File: config.mk
export PLATFORM = sky130hd
export DESIGN_NAME = serial_addsub_demux
export DESIGN_NICKNAME = d
export VERILOG_FILES = /design/src/rtl/serial_addsub_demux.sv
export SDC_FILE = /design/constraint.sdc
export NUM_CORES = 1
export LEC_CHECK = 0
export CORE_MARGIN = 1
export CORE_UTILIZATION = 56
export DETAILED_ROUTE_END_ITERATION = 6
export PLACE_DENSITY_LB_ADDON = 0.12
export SLEW_MARGIN = 20
export SYNTH_ARGS = -nofsm -noshare
export SYNTH_HDL_FRONTEND = slang
export SYNTH_SLANG_ARGS = --single-unit
File: constraint.sdc
create_clock -name clk -period 3 [get_ports clk]
set_input_delay 0.45 -clock clk [delete_from_list [all_inputs] [get_ports clk]]
set_output_delay 0.45 -clock clk [all_outputs]
set_load 0.005 [all_outputs]
File: src/rtl/serial_addsub_demux.sv
// serial_addsub_demux: bit-serial WIDTH-bit add/subtract, LSB first, with a demux-based full adder/subtractor cell.
// Latency: WIDTH+1 cycles from the start edge to the fall of done. busy is high for WIDTH cycles, then done pulses for 1 cycle.
// Backpressure: none. start is taken only in IDLE/DONE and is ignored while busy, so back-to-back starts from DONE lose no cycle.
// Ports:
//   clk, rst (async active-high); start, mode (0 add, 1 sub), a, b sampled together when idle/done;
//   busy, done, result, cout (carry or borrow), ovf (signed overflow); all of them registered.
module serial_addsub_demux #(
  parameter int WIDTH = 8
) (
  input  logic             clk,
  input  logic             rst,
  input  logic             start,
  input  logic             mode,
  input  logic [WIDTH-1:0] a,
  input  logic [WIDTH-1:0] b,
  output logic             busy,
  output logic             done,
  output logic [WIDTH-1:0] result,
  output logic             cout,
  output logic             ovf
);

  localparam int CW = $clog2(WIDTH) + 1;

  typedef enum logic [1:0] {IDLE, RUN, DONE} state_t;

  state_t           state;
  logic [WIDTH-1:0] sa;
  logic [WIDTH-1:0] sb;
  logic [WIDTH-1:0] sr;
  logic             c;
  logic             mode_r;
  logic [CW-1:0]    cnt;

  logic [2:0]       sel;
  logic [7:0]       dmx;
  logic             s_bit;
  logic             c_next;
  logic             last;
  logic [WIDTH-1:0] sr_next;

  // The 1x8 demux has its data input tied to 1, so exactly one output goes high: the one that sel picks.
  // Sum and carry/borrow are each an OR of a fixed set of minterms.
  always_comb begin
    sel     = {sa[0], sb[0], c};
    dmx     = 8'b0000_0001 << sel;
    s_bit   = dmx[1] | dmx[2] | dmx[4] | dmx[7];
    c_next  = mode_r ? (dmx[1] | dmx[2] | dmx[3] | dmx[7])
                     : (dmx[3] | dmx[5] | dmx[6] | dmx[7]);
    last    = (cnt == CW'(WIDTH - 1));
    sr_next = {s_bit, sr[WIDTH-1:1]};
  end

  always_ff @(posedge clk or posedge rst) begin
    if (rst) begin
      state  <= IDLE;
      sa     <= '0;
      sb     <= '0;
      sr     <= '0;
      c      <= 1'b0;
      mode_r <= 1'b0;
      cnt    <= '0;
      busy   <= 1'b0;
      done   <= 1'b0;
      result <= '0;
      cout   <= 1'b0;
      ovf    <= 1'b0;
    end else begin
      done <= 1'b0;
      case (state)
        IDLE, DONE: begin
          if (start) begin
            sa     <= a;
            sb     <= b;
            mode_r <= mode;
            c      <= 1'b0;
            cnt    <= '0;
            busy   <= 1'b1;
            state  <= RUN;
          end else begin
            state  <= IDLE;
          end
        end
        RUN: begin
          sr <= sr_next;
          sa <= sa >> 1;
          sb <= sb >> 1;
          c  <= c_next;
          if (last) begin
            // c still holds the carry/borrow into the MSB; c_next is the carry/borrow out of the MSB.
            result <= sr_next;
            cout   <= c_next;
            ovf    <= c ^ c_next;
            cnt    <= '0;
            busy   <= 1'b0;
            done   <= 1'b1;
            state  <= DONE;
          end else begin
            cnt <= cnt + 1'b1;
          end
        end
        default: begin
          busy  <= 1'b0;
          state <= IDLE;
        end
      endcase
    end
  end

endmodule

Yosys cells after proc, flatten, opt, wreduce, memory -nomap -nowiden

Cells that the tools add are included.

Reductions and logical operators: 7
Equal/unequal tests: 5
Multiplexer cells: 18
Bitwise gates (word level): 9
Add/subtract/negate cells: 1
Shifts and indexed selects: 1

Operators with widths:

| cell                                             | number |
|---|---|
| one-hot mux 8 bit (2 select lines)               | 2 |
| two-way mux 8 bit                                | 2 |
| two-way mux 4 bit                                | 2 |
| bitwise OR 1 bit                                 | 8 |
| one-hot mux 4 bit (2 select lines)               | 1 |
| AND reduction 2 bit                              | 4 |
| << shifter 1 x 3 -> 8 bit (first input constant) | 1 |
| two-way mux 1 bit                                | 7 |
| adder 4 x 1 -> 4 bit (second input constant)     | 1 |
| == test 4 x 3 -> 1 bit (second input constant)   | 1 |
| inequality test 2 bit (second input constant)    | 2 |
| one-hot mux 1 bit (2 select lines)               | 2 |
| one-hot mux 2 bit (2 select lines)               | 1 |
| == test 2 x 1 -> 1 bit (second input constant)   | 1 |
| == test 2 bit (second input constant)            | 1 |
| zero test 2 bit                                  | 1 |
| two-way mux 2 bit                                | 1 |
| nonzero test 2 bit                               | 1 |
| OR reduction 2 bit                               | 1 |
| bitwise XOR 1 bit                                | 1 |

Logic and storage cells: 53
Output and inout bits: 12
Bits of input ports: 20
Register bits: 44

Longest topological paths before layout

Gate-level depths: netlist (run 1).

Word-level depth: 6
Depth in mapped cells: 5

Worst setup path after synthesis (run 1)

Ideal clock, no wire load.

Kind: reg2reg
Start point: register cnt[0]
End point: register ovf
Library setup time: 0.125 ns
Period minus slack after synthesis: 1.374 ns
Required time: 2.875 ns
Slack: 1.626 ns
Arrival time: 1.250 ns
Cell stages (with the launch flop): 5
Cell sequence: dfrtp_1 ha_1 nand3b_4 nor2_8 mux2_2

Longest elaborated chain between the ends: 2

Ends and longest elaborated chain:

| what                          | RTL line | RTL |
|---|---|---|
| start, declared               | 33       | `logic [CW-1:0] cnt;` |
| start signal, assigned        | 99       | `cnt <= cnt + 1'b1;` |
| == test 4 x 3 -> 1 bit        | 50       | `last = (cnt == CW'(WIDTH - 1));` |
| AND reduction 2 bit (no line) | -        |  |
| end signal, assigned          | 93       | `ovf <= c ^ c_next;` |
| end, declared                 | 20       | `output logic ovf` |

Every way passes these cells.
A chain may end at the register's enable or synchronous reset.

Final worst setup path (run 1)

Start point: register state[0]
End point: register cnt[2]

Longest elaborated chain between the ends: 4
Elaborated cells on any way between the ends: 8
Those cells by class: eq/ne: 3; mux: 1; reduce/logical: 4

Ends and longest elaborated chain:

| what                                                                  | RTL line | RTL |
|---|---|---|
| start, declared                                                       | 27       | `state_t state;` |
| start signal, assigned                                                | 56       | `state <= IDLE;` |
| start signal, assigned                                                | 79       | `state <= RUN;` |
| start signal, assigned                                                | 81       | `state <= IDLE;` |
| == test 2 bit or zero test 2 bit (tied branches)                      | 70       | `case (state)` |
| OR reduction 2 bit                                                    | 70       |  |
| inequality test 2 bit (no line) or nonzero test 2 bit (tied branches) | -        |  |
| AND reduction 2 bit (no line)                                         | -        |  |

Parallel ways exist; a longest one is shown, timed or not.

==> impl_metrics.env, run 1 <==
export IMPL_synth_simple_area_share=0.199
export IMPL_die_x_um=59.5
export IMPL_p_sw_w=0.000806
export IMPL_skew_ns=0.0118
export IMPL_critPathMaxFanout=31
export IMPL_fmax_mhz=540
export IMPL_muxShareOfSynthArea=0.0736
export IMPL_slowest_stage="nand2b_1"
export IMPL_synthXorXnorAreaFrac=0.0142
export IMPL_finalPower_w=0.00221
export IMPL_row_count=20
export IMPL_initial_core_util=0.597
export IMPL_htreeDepth=2
export IMPL_root_buffer="clkbuf_4"
export IMPL_synth_edf_count=0
export IMPL_wl_per_cell_um=12.7
export IMPL_fin_cells=253
export IMPL_clkPwrFrac=0.112
export IMPL_drt_initial_drc_count=53
export IMPL_clk_latency_ns=0.34
export IMPL_synthAdderAreaFrac=0.0128
export IMPL_timing_hold_ws_ns=0.486
export IMPL_hpwl_um=2270
export IMPL_n_antenna_cell=0
export IMPL_cp_end_kind="flop"
export IMPL_grt_overflow=0
export IMPL_slew_violations=0
export IMPL_n_fill_cell=253
export IMPL_cellPowerDensity_nw_per_um2=990
export IMPL_antenna_found_initial=0
export IMPL_yosys_cell_types_count=27
export IMPL_combPwrFrac=0.423
export IMPL_dp_cells=247
export IMPL_core_area_um2=3100
export IMPL_clkTransAtPathRegs_ns=0.11
export IMPL_yosys_most_used_dff="dfrtp_1"
export IMPL_gp_congestion=0.713
export IMPL_detail_route_first_pass_iterations=4
export IMPL_grt_pass1_wl_um=5380
export IMPL_status="finished, final reports clean"
export IMPL_clockBufferDepth=2
export IMPL_cts_post_setup_buffers_inserted=0
export IMPL_cts_resized=0
export IMPL_postCtsHoldBufs=0
export IMPL_worstPathRequired_ns=3.27
export IMPL_port_buffers=31
export IMPL_drcViolationCount=0
export IMPL_seq_area_frac_synth=0.581
export IMPL_slowest_delay_ns=0.46
export IMPL_netlist_area_um2=1850
export IMPL_worst_slew_pin_slew_ns=0.635
export IMPL_setup_viol=0
export IMPL_cap_viol_max_count=0
export IMPL_p_leak_nw=1.06
export IMPL_critPathKind="reg -> reg"
export IMPL_finalNetCount=231
export IMPL_critPathLaunchType="flop"
export IMPL_grt_max_degree=44
export IMPL_ioPinCount=32
export IMPL_cts_inserted_buffers=5
export IMPL_dieArea_um2=3540
export IMPL_cts_sinks=43
export IMPL_synth_compound_area_frac=0.0858
export IMPL_postSynthAreaPerCell_um2=10.4
export IMPL_hold_path_class="reg -> reg"
export IMPL_rsz0062_at_grt="false"
export IMPL_vias_per_cell=5.21
export IMPL_die_height_um=59.5
export IMPL_period_share=0.618
export IMPL_grt_use_total=0.212
export IMPL_multi_input_comb_area_um2=714
export IMPL_drive_above_1_share=0.0670
export IMPL_cts_tree="built"
export IMPL_cp_data_arrival_time_ns=2.12
export IMPL_netSwitchingFraction=0.365
export IMPL_critPathTopFamily="multiplexers"
export IMPL_wirelength_um=3200
export IMPL_postRouteAntennaNets=0
export IMPL_first_global_vias=1222
export IMPL_syn_to_final_growth_pct=20.5
export IMPL_synth_top_family_by_area="simple AND/OR/NAND/NOR gates"
export IMPL_syn_nets=199
export IMPL_synth_cells=178
export IMPL_ys_ff_latch=43
export IMPL_p_int_w=0.00140
export IMPL_tns_ns=0
export IMPL_final_hold_violation_count=0
export IMPL_cp_buffers_inverters=1
export IMPL_maxSlewHeadroom=0.577
export IMPL_seq_area_um2=1080
export IMPL_ys_warnings_count=0
export IMPL_path_cells="nand2b_1 > buf_4 > mux2_1 > mux2i_1"
export IMPL_synthArstFlopShare=1.00
export IMPL_min_period_ns=1.85
export IMPL_ir_worst_vdd_mv=0.575
export IMPL_p_seq_frac=0.466
export IMPL_via_count=1317
==> layer usage <==
metal  up-vias  track usage  wire, um
li1        654            -         -
met1       623        0.262      1480
met2        35        0.353      1550
met3         5       0.0590       127
met4         0       0.0864        46
met5         -            0         0
==> Yosys cell counts, types with 2 or more instances <==
cell type	count	area share
nor2_1	17	0.034
buf_2	7	0.019
o21ai_1	3	0.0081
nand3_1	2	0.0054
a31oi_1	14	0.047
mux2_1	8	0.049
nor2b_1	2	0.0068
a22o_1	4	0.019
nand2_1	53	0.11
dfrtp_1	43	0.58
nand2b_1	5	0.017
buf_4	3	0.012
mux2i_1	2	0.011
xor2_1	2	0.0095
==> worst min-delay path, stage by stage, from the launching register on <==
cell and delay (ns):
dfrtp_1 0.36, nand2_1 0.05, nand2_1 0.06
==> registers in the layout, indices dropped and copies added (netlist names) <==
register  count
done          1
cout          1
cnt           4
sr            7
c             1
result        8
busy          1
ovf           1
state         2
mode_r        1
sa            8
sb            8
==> placed cells by master (no fill, tap or decap) <==
| cell type | count |
|---|---|
| nand2_1 | 53 |
| mux2i_1 | 2 |
| maj3_2 | 1 |
| a22o_1 | 4 |
| nand2b_1 | 5 |
| inv_1 | 1 |
| clkbuf_1 | 1 |
| nand3_1 | 2 |
| a31oi_1 | 14 |
| nor4_1 | 1 |
| xor2_1 | 2 |
| a21oi_1 | 1 |
| xnor2_1 | 1 |
| clkbuf_4 | 5 |
| o21ai_1 | 3 |
| mux2_2 | 1 |
| ha_1 | 1 |
| nor2_1 | 17 |
| and3_1 | 1 |
| clkdlybuf4s50_1 | 31 |
| buf_4 | 4 |
| nor2_8 | 1 |
| mux2_4 | 1 |
| nor2b_1 | 2 |
| mux2_1 | 8 |
| dfrtp_1 | 43 |
| a211o_1 | 1 |
| nand3b_4 | 1 |
| o31ai_1 | 1 |
==> power by group through the flow <==
stage               clock network (W)  logic [W]  registers [W]
floorplan                           0   0.000679        0.00100
global placement                    0   0.000917        0.00102
detailed placement                  0   0.000947        0.00104
CTS                          0.000255   0.000947        0.00103
global route                 0.000278    0.00106        0.00106
finish                       0.000246   0.000934        0.00103
==> cell families after synthesis <==
family,after synthesis
AO/OA/AOI/OAI,24
XOR/XNOR,3
adder cells (fa/ha/maj),2
buffers and inverters,11
flip-flops,43
multiplexers,12
AND/OR/NAND/NOR,83
==> final cells by class <==
cell class	count	area share
Clock buffer	6	0.0185
Timing Repair Buffer	35	0.153
Inverter	1	0.00168
Multi-Input combinational cell	124	0.320
Sequential cell	43	0.482
Tap cell	44	0.0247
==> metrics by stage <==
step | utilization | cell area (um^2) | worst slack, ns
after detailed placement | 0.706 | 2190 | 0.945
after global routing | 0.719 | 2230 | 1.02
after global placement | 0.706 | 2190 | 1.02
after CTS | 0.719 | 2230 | 1.15
after floorplan | - | 1850 | 1.55
final | 0.719 | 2230 | 1.15
==> path summary, 6_finish.rpt <==
kind                       startpoint  endpoint  slack, ns  depth (start not counted)
setup reg to reg             state[0]    cnt[2]       1.15                          4
hold / removal                  sr[1]     sr[1]       0.49                          2
hold reg to reg                 sr[1]     sr[1]       0.49                          2
min in group asynchronous         rst         c       0.53                          3
max in group asynchronous         rst    cnt[0]       2.12                          3
setup / recovery             state[0]    cnt[2]       1.15                          4
No activity file was read; power rests on OpenSTA's default activity.
==> inputs of run 2 (changes only) <==
Settings changed: CORE_UTILIZATION 56 to 47.
Clock period 3 ns to 1.5 ns, I/O delays scaled along.
==> impl_metrics.env, run 2 (synthesis gave the netlist of run 1 again) <==
export IMPL_path_cells="nand2b_2 > buf_12 > mux2_1 > mux2i_1"
export IMPL_grtUsageMet1=0.254
export IMPL_hpwl_um=2370
export IMPL_worstPathRequired_ns=1.71
export IMPL_cts_sinks=43
export IMPL_grt_use_total=0.191
export IMPL_wl_per_cell_um=13.2
export IMPL_netSwitchingFraction=0.353
export IMPL_cellPowerDensity_nw_per_um2=2050
export IMPL_grt_max_degree=44
export IMPL_setup_viol=0
export IMPL_port_buffers=31
export IMPL_grt_pass1_wl_um=5980
export IMPL_reg2reg_depth=4
export IMPL_placed_cell_area_um2=2260
export IMPL_drcViolationCount=0
export IMPL_first_global_vias=1298
export IMPL_cts_inserted_buffers=5
export IMPL_drt_initial_drc_count=95
export IMPL_slew_violations=0
export IMPL_core_area_um2=3720
export IMPL_period_share=0.938
export IMPL_met2_usage=0.298
export IMPL_die_height_um=64.8
export IMPL_cp_end_kind="flop"
export IMPL_detail_route_first_pass_iterations=5
export IMPL_skew_ns=0.00791
export IMPL_cp_data_arrival_time_ns=1.62
export IMPL_min_period_ns=1.41
export IMPL_row_count=22
export IMPL_rsz0062_at_grt="false"
export IMPL_wirelength_um=3460
export IMPL_hold_path_class="in -> async"
export IMPL_slowest_stage="dfrtp_1"
export IMPL_cts_tree="built"
export IMPL_via_count=1354
export IMPL_place_ws_ns=-0.0423
export IMPL_clk_latency_ns=0.29
export IMPL_clkPwrFrac=0.150
export IMPL_gp_congestion=0.772
export IMPL_ioPinCount=32
export IMPL_met3_usage=0.0423
export IMPL_finalInstanceArea_um2=2350
export IMPL_p_sw_w=0.00170
export IMPL_n_antenna_cell=0
export IMPL_reg_top3="result x8, sa x8, sb x8"
export IMPL_die_x_um=64.8
export IMPL_final_hold_violation_count=0
export IMPL_cap_viol_max_count=0
export IMPL_finalNetCount=235
export IMPL_maxSlewHeadroom=0.764
export IMPL_grt_overflow=0
export IMPL_dieArea_um2=4200
export IMPL_worst_slew_pin_slew_ns=0.352
export IMPL_fmax_mhz=710
export IMPL_critPathLaunchType="flop"
export IMPL_status="finished, final reports clean"
export IMPL_critPathMaxFanout=42
export IMPL_root_buffer="clkbuf_8"
export IMPL_clkTransAtPathRegs_ns=0.08
export IMPL_grt_busiest_layer="met2"
export IMPL_clockBufferDepth=2
export IMPL_setup_ws_ns=0.0925
export IMPL_p_leak_nw=1.11
export IMPL_postRouteAntennaNets=0
export IMPL_ir_worst_vdd_mv=0.884
export IMPL_path_depth=4
export IMPL_htreeDepth=2
export IMPL_p_int_w=0.00311
export IMPL_critPathKind="reg -> reg"
export IMPL_slowest_delay_ns=0.42
export IMPL_critPathTopFamily="multiplexers"
export IMPL_drive_above_1_share=0.0981
export IMPL_vias_per_cell=5.17
export IMPL_cp_buffers_inverters=1
export IMPL_postCtsHoldBufs=0
export IMPL_syn_to_final_growth_pct=27.0
export IMPL_combPwrFrac=0.424
export IMPL_antenna_found_initial=0
export IMPL_p_seq_frac=0.426
export IMPL_mostFrequentLayoutCell="nand2_1"
export IMPL_layout_common_cells="nand2_1 (53), dfrtp_1 (43), clkdlybuf4s50_1 (31)"
export IMPL_initial_core_util=0.498
==> run 2: what timing repair did <==
action                     4_1_cts  5_1_grt
setup endpoints to repair        1        0
resized for setup                1        0
buffers inserted                 0        0
==> run 2: power groups by stage <==
stage / logic (W) / registers [W] / clock network, W
finish: 0.00204 / 0.00205 / 0.000721
detailed placement: 0.00206 / 0.00207 / 0
global placement: 0.00199 / 0.00204 / 0
CTS: 0.00207 / 0.00205 / 0.000746
global route: 0.00228 / 0.00213 / 0.000807
floorplan: 0.00136 / 0.00201 / 0
==> run 2: routing by layer <==
layer  part of all wire  vias to the layer above
li1                   -                      667
met1               0.46                      651
met2               0.47                       29
met3              0.047                        7
met4              0.020                        0
met5                  0                        -
==> run 2: area by class of cell <==
type                    count  area, um^2
well taps                  48        60.1
fillers                   312        1360
flip-flops and latches     43        1080
repair buffers             39         408
clock buffers               6        82.6
clock inverters             1        5.00
multi-input cells         124         717
inverters                   1        3.75
==> run 2: tightest hold or removal path, cell delays in order <==
cell	delay, ns
clkdlybuf4s50_1	0.40
inv_1	0.09
buf_12	0.24
==> run 2: final timing paths <==
| path | startpoint | endpoint | slack, ns |
|---|---|---|---|
| max | state[0] | cnt[2] | 0.09 |
| min | rst | sb[2] | 0.29 |
| max reg2reg | state[0] | cnt[2] | 0.09 |
| min reg2reg | sr[1] | sr[1] | 0.48 |
| max in group asynchronous | rst | state[1] | 1.00 |
| min in group clk | mode | mode_r | 0.47 |
==> run 2: stage by stage <==
| step | utilization | hold slack [ns] | setup TNS [ns] | cells | power [W] |
|---|---|---|---|---|---|
| 2_1_floorplan | - | 0.330 | 0 | 178 | 0.00336 |
| 3_3_place_gp | 0.609 | 0.457 | 0 | 255 | 0.00403 |
| 3_5_place_dp | 0.609 | 0.459 | -0.282 | 255 | 0.00413 |
| 4_1_cts | 0.633 | 0.300 | 0 | 262 | 0.00487 |
| 5_1_grt | 0.633 | 0.320 | 0 | 262 | 0.00521 |
| 6_report | 0.633 | 0.292 | 0 | 262 | 0.00481 |
